<file path="src/rtl/hex_display_bank.sv">
// Multi-digit registered hex 7-segment driver with leading-zero blanking and
// per-digit blinking driven by an internal prescaler that resyncs on every load.
module hex_display_bank #(
    parameter int NUM_DIGITS = 4,
    parameter int BLINK_DIV  = 25000000,
    parameter int ACTIVE_LOW = 1
) (
    input  logic                    CLK,
    input  logic                    RST,
    input  logic                    LOAD,
    input  logic [4*NUM_DIGITS-1:0] VALUE,
    input  logic                    BLANK_LZ,
    input  logic [NUM_DIGITS-1:0]   BLINK_EN,
    output logic [7*NUM_DIGITS-1:0] HEXOUT,
    output logic                    PHASE
);

    localparam int              CNT_W    = (BLINK_DIV > 1) ? $clog2(BLINK_DIV) : 1;
    localparam logic [CNT_W-1:0] CNT_MAX = CNT_W'(BLINK_DIV - 1);
    localparam logic [CNT_W-1:0] CNT_ONE = CNT_W'(1'b1);
    // Table below is in active-low form; the mask flips it for active-high boards.
    localparam logic [6:0]      POL_MASK = (ACTIVE_LOW != 0) ? 7'h00 : 7'h7F;
    localparam logic [6:0]      SEG_OFF  = 7'h7F ^ POL_MASK;

    logic [4*NUM_DIGITS-1:0] val_r;
    logic [CNT_W-1:0]        cnt_r;
    logic                    phase_r;
    logic [7*NUM_DIGITS-1:0] hexout_r;
    logic [7*NUM_DIGITS-1:0] hex_next_s;

    function automatic logic [6:0] seg_decode(input logic [3:0] nib);
        logic [6:0] seg;
        case (nib)
            4'h0:    seg = 7'b1000000;
            4'h1:    seg = 7'b1111001;
            4'h2:    seg = 7'b0100100;
            4'h3:    seg = 7'b0110000;
            4'h4:    seg = 7'b0011001;
            4'h5:    seg = 7'b0010010;
            4'h6:    seg = 7'b0000010;
            4'h7:    seg = 7'b1111000;
            4'h8:    seg = 7'b0000000;
            4'h9:    seg = 7'b0011000;
            4'hA:    seg = 7'b0001000;
            4'hB:    seg = 7'b0000011;
            4'hC:    seg = 7'b1000110;
            4'hD:    seg = 7'b0100001;
            4'hE:    seg = 7'b0000110;
            4'hF:    seg = 7'b0001110;
            default: seg = 7'b1111111;
        endcase
        return seg;
    endfunction

    // Value register: captures VALUE on load, otherwise holds.
    always_ff @(posedge CLK or posedge RST) begin
        if (RST) begin
            val_r <= '0;
        end else if (LOAD) begin
            val_r <= VALUE;
        end else begin
            val_r <= val_r;
        end
    end

    // Blink prescaler; a load restarts it so fresh values begin visible.
    always_ff @(posedge CLK or posedge RST) begin
        if (RST) begin
            cnt_r   <= '0;
            phase_r <= 1'b0;
        end else if (LOAD) begin
            cnt_r   <= '0;
            phase_r <= 1'b0;
        end else if (cnt_r == CNT_MAX) begin
            cnt_r   <= '0;
            phase_r <= ~phase_r;
        end else begin
            cnt_r   <= cnt_r + CNT_ONE;
            phase_r <= phase_r;
        end
    end

    // Per-digit decode with blanking, scanned from the most significant digit down.
    always_comb begin
        logic       lz_run_s;
        logic       blank_s;
        logic [6:0] seg_s;
        hex_next_s = '0;
        lz_run_s   = 1'b1;
        blank_s    = 1'b0;
        seg_s      = 7'h7F;
        for (int i = NUM_DIGITS - 1; i >= 0; i--) begin
            lz_run_s = lz_run_s & (val_r[4*i +: 4] == 4'h0);
            blank_s  = (BLANK_LZ & lz_run_s & (i != 0)) | (BLINK_EN[i] & phase_r);
            if (blank_s) begin
                seg_s = 7'h7F;
            end else begin
                seg_s = seg_decode(val_r[4*i +: 4]);
            end
            hex_next_s[7*i +: 7] = seg_s ^ POL_MASK;
        end
    end

    // Output register: every edge reloads the decoded pattern.
    always_ff @(posedge CLK or posedge RST) begin
        if (RST) begin
            hexout_r <= {NUM_DIGITS{SEG_OFF}};
        end else begin
            hexout_r <= hex_next_s;
        end
    end

    assign HEXOUT = hexout_r;
    assign PHASE  = phase_r;

endmodule

</file>
<file path="config.mk">
export PLATFORM = sky130hd
export DESIGN_NAME = hex_display_bank
export DESIGN_NICKNAME = d
export VERILOG_FILES = /design/src/rtl/hex_display_bank.sv
export SDC_FILE = /design/constraint.sdc
export NUM_CORES = 1
export LEC_CHECK = 0
export ABC_AREA = 1
export BUFFER_PORTS_ARGS = -buffer_cell sky130_fd_sc_hd__buf_2
export CAP_MARGIN = 10
export CORE_MARGIN = 5
export CORE_UTILIZATION = 54
export CTS_CLUSTER_DIAMETER = 40
export DETAILED_ROUTE_END_ITERATION = 10
export HOLD_SLACK_MARGIN = 0.15
export PLACE_DENSITY = 0.83
export SYNTH_ARGS = -nofsm -noshare
export SYNTH_HDL_FRONTEND = slang
export SYNTH_SLANG_ARGS = --single-unit
</file>
<file path="constraint.sdc">
create_clock -name CLK -period 3.4 [get_ports CLK]
set_input_delay 0.17 -clock CLK [delete_from_list [all_inputs] [get_ports CLK]]
set_output_delay 0.17 -clock CLK [all_outputs]
set_load 0.01 [all_outputs]
</file>
Word-level counts from Yosys, hierarchy flattened:

Memories as Yosys holds them, arrays and structs flattened.
Index checks and enable logic that the tools add are counted.

* bits in registers: 70
* bits in read-only memories: 448
* bits of input ports: 24
* output and inout port bits: 29
* logic and storage cells: 35
* memories kept: 4

Memory list
* (no name shown): words 16, bits a word 7, read ports 1, clocked after Yosys merged registers in 0, wr ports 0, RTL line 33 `case (nib)`
* (no name shown): words 16, bits a word 7, read ports 1, clocked after Yosys merged registers in 0, wr ports 0, RTL line 33
* (no name shown): words 16, bits a word 7, read ports 1, clocked after Yosys merged registers in 0, wr ports 0, RTL line 33
* (no name shown): words 16, bits a word 7, read ports 1, clocked after Yosys merged registers in 0, wr ports 0, RTL line 33

* add/sub/neg operators: 1
* equal/unequal tests: 1
* mux-type cells: 8
* bitwise operators: 13
* reductions and logical operators: 4

Operators by type and width (number)
* $mux 25: 2
* $mux 7: 4
* $add 25x1->25 const B: 1
* $eq 25x25->1 const B: 1
* $logic_not 4->1: 3
* $and 1x1->1: 9
* $or 1x1->1: 3
* $mux 1: 2
* $reduce_bool 2->1: 1
* $not 1->1: 1

Longest topological paths before layout:

* word-level depth: 6
* gate-level depth with buffers: 9
* depth with buffers taken out: 9

Least setup slack after synthesis:

OpenSTA, ideal clock, no wires.

* path type: reg2reg
* start point: register cnt_r[0]
* end point: register cnt_r[11]
* setup time: 0.119 ns
* arrival time: 1.208 ns
* required time: 3.281 ns
* path slack: 2.073 ns
* cell stages (with the launch flop): 8
* buffers on the path: 1
* period minus slack after synthesis: 1.327 ns
* cells stage by stage: dfrtp_1 ha_1 nand2_1 nor2_4 nand3_2 o21bai_2 buf_6 nor2_1

* longest elaborated chain between the ends: 3
* elaborated cells between the ends (all ways): 4
* those cells by class: add/sub (1); eq/ne (1); mux (2)

RTL lines
* from (decl): RTL line 26 `logic [CNT_W-1:0] cnt_r;`
* from (signal assigned): RTL line 78 `cnt_r <= cnt_r + CNT_ONE;`
* $add 25x1->25 / $eq 25x25->1 (equally long branches): RTL line 78, 74
* $mux 25 *: RTL line 74 `end else if (cnt_r == CNT_MAX) begin`
* $mux 25 *: RTL line 71 `end else if (LOAD) begin`

Every way passes the cells marked *; elsewhere a longest branch is shown, timed or not.
A chain may end at the register's enable or synchronous reset.

Final worst setup path:

* start point: register cnt_r[0]
* end point: register cnt_r[13]

Same word-level chain as after synthesis.

==> results.toml <==
[synth]
ys_ff_latch = 70
yosysSeqAreaShare_pct = 46.7
syn_avg_cell_area_um2 = 8.22
yosysWarningCount = 0
postSynthCellCount = 465
synth.distinct_cells = 33
netlist_area_um2 = 3820
synth_nets = 508

[power_and_ir_drop]
ir_drop_v = 0.000254
power_mw = 2.00
cellPowerDensity_nw_per_um2 = 439
p_leak_nw = 2.10

[floorplanning]
dieArea_um2 = 8860
coreArea_um2 = 6830
initial_utilization_pct = 56.0
dieWidth_um = 94.1
die_h_um = 94.1
io_pins = 53
std_cell_rows = 30

[worst_setup_path]
crit_start = "cnt_r[0]$_DFF_PP0_"
cp_max_fo = 11
cp-end-kind = "register"
r2r_slack_ns = 1.78
critPathRequiredTime_ns = 3.61
r2r_start = "cnt_r[0]$_DFF_PP0_"
cp-start-kind = "register"
arrival_ns = 1.84
critPathKind = "register to register"

[global_routing]
grt_overflow_total = 0
grt_pass1_vias = 3393
grt_pass1_wl_um = 15700
grt_max_degree = 56
grt_usage_pct = 22.6
antenna_found_initial = 0

[run]
maxCapViolCount = 0

[final_layout]
final_cell_mix = "109 x nand2_1, 66 x nor2_1, 52 x buf_2"
final_common_cell = "nand2_1"
register_area_um2 = 1790
drive_above_1_share_pct = 22.8
antennaDiodeCount = 0
areaGrowthSynthToFinish_pct = 18.8
fin_nets = 581
layout.cells.non_filler = 639
nFillCells = 552
multi_input_area_um2 = 1800

[sta]
setup_tns_ns = 0
period_share_pct = 47.7
finClkSkew_ns = 0.0111
hold_viol = 0
layout_min_cycle_time_ns = 1.62
hold_ws_ns = 0.189
rsz0062_at_grt = "false"
fmax_mhz = 617
max-slew-margin-rel_pct = 52.0
setup_viol = 0
worst_slew_pin_slew_ns = 0.719
slew_viol_final = 0

[clocking]
clk_pin_slew_worst_paths_ns = 0.08
clk-insertion-delay-late_ns = 0.34
cts_sinks = 70
clock-root-buffer = "clkbuf_8"
cts_tree = "yes"
cts.path.max_buffers = 2
htreeDepth = 3
cts_buffers = 9
post_cts_resized = 0

[route]
avgRoutedWirePerCell_um = 14.3
drc = 0
first_pass_iters = 4
ant_nets = 0
wirelength_um = 9150
vias_per_cell = 5.38
vias = 3437
drtIter0Drc = 247

[hold_path]
min_from = "BLINK_EN[0]"
hold_path_class = "input pin to register"

[outcome]
status = "finished, final reports clean"

[placed_design]
dp.cells = 604
portBuffers = 52
dp_hpwl_um = 6130
place_congestion = 0.972
power breakdown:
group	total (mW)	switching, mW	leakage [nW]	internal, mW
sequential	1.01	0.0506	0.848	0.955
combinational	0.370	0.225	1.16	0.145
clock	0.620	0.317	0.0913	0.303
total	2.00	0.592	2.10	1.40
stage by stage:
stage | utilization (%) | area (um2) | setup WS [ns]
after floorplan | - | 3820 | 1.51
after global placement | 60.9 | 4160 | 1.85
after detailed placement | 60.9 | 4160 | 1.76
after CTS | 66.2 | 4520 | 1.75
after global routing | 66.5 | 4540 | 1.67
final | 66.5 | 4540 | 1.78
sequential cells by signal (all words and copies together), names as in the netlist:
register	count
HEXOUT	28
cnt_r	25
val_r	16
PHASE	1
repair_timing:
action,in CTS,in global routing
hold buffers,18,0
setup endpoints to repair,0,0
setup buffers,0,0
hold endpoints to repair,31,0
kinds of logic after synthesis:
group                      count (synthesis)  synth area share (%)
AOI/OAI and AO/OA                         58                  9.03
xor gates and xnor gates                  10                  2.29
adders and majority gates                 19                  6.22
buffers and inverters                     60                  6.28
DFF                                       70                  46.7
and+or+nand+nor                          248                  29.5
Yosys cell counts:
cell type | count | share of area (%)
nor2_1 | 66 | 6.5
dfstp_2 | 28 | 19
nor2_2 | 5 | 0.82
o21ai_0 | 28 | 3.7
xor2_1 | 7 | 1.6
o311ai_0 | 2 | 0.46
a21oi_1 | 12 | 1.6
nand2_2 | 4 | 0.65
a21oi_2 | 1 | 0.23
nand3b_1 | 1 | 0.20
nand2_4 | 2 | 0.59
buf_4 | 1 | 0.20
dfrtp_1 | 42 | 27
ha_1 | 19 | 6.2
clkinv_1 | 1 | 0.098
nand3_2 | 3 | 0.79
xnor2_1 | 3 | 0.69
nand4_1 | 6 | 0.98
nand2_1 | 109 | 11
a211oi_1 | 2 | 0.39
o21bai_2 | 1 | 0.29
nor3_1 | 10 | 1.3
o211ai_1 | 9 | 1.8
a32o_1 | 1 | 0.26
o221ai_1 | 1 | 0.23
buf_2 | 3 | 0.39
nor3_2 | 1 | 0.26
nor2_4 | 8 | 2.4
buf_6 | 1 | 0.29
clkbuf_1 | 5 | 0.49
o22ai_1 | 1 | 0.16
inv_1 | 49 | 4.8
nand3_1 | 33 | 4.3
path summary, 6_finish.rpt:
check / end / depth (start not counted)
setup / recovery: cnt_r[13]$_DFF_PP0_ / 6
hold / removal: HEXOUT[3]$_DFF_PP1_ / 3
setup reg to reg: cnt_r[13]$_DFF_PP0_ / 6
hold reg to reg: cnt_r[0]$_DFF_PP0_ / 1
max in group asynchronous: HEXOUT[5]$_DFF_PP1_ / 5
min in group asynchronous: val_r[15]$_DFFE_PP0P_ / 3
worst max-delay path, stage by stage, from the launching register on:
cell and delay (ns):
dfrtp_1 0.39, ha_1 0.19, nand2_1 0.10, nor2_4 0.21, nand3_2 0.10, o21bai_2 0.40
nor2_1 0.10
routing by layer:
metal	track usage [%]	share of wire, %	wire length (um)
met1	26.6	38	3510
met2	38.1	51	4710
met3	5.61	6.4	585
met4	11.6	3.7	343
met5	0	0	0
area by class of cell:
| class | instances | area share (%) |
|---|---|---|
| repair buffers | 72 | 10.3 |
| clock inverters | 5 | 0.743 |
| flip-flops and latches | 70 | 39.3 |
| inverters | 50 | 4.13 |
| clock buffers | 11 | 3.33 |
| well taps | 96 | 2.64 |
| multi-input cells | 335 | 39.5 |
(Power assumes the default switching activity.)
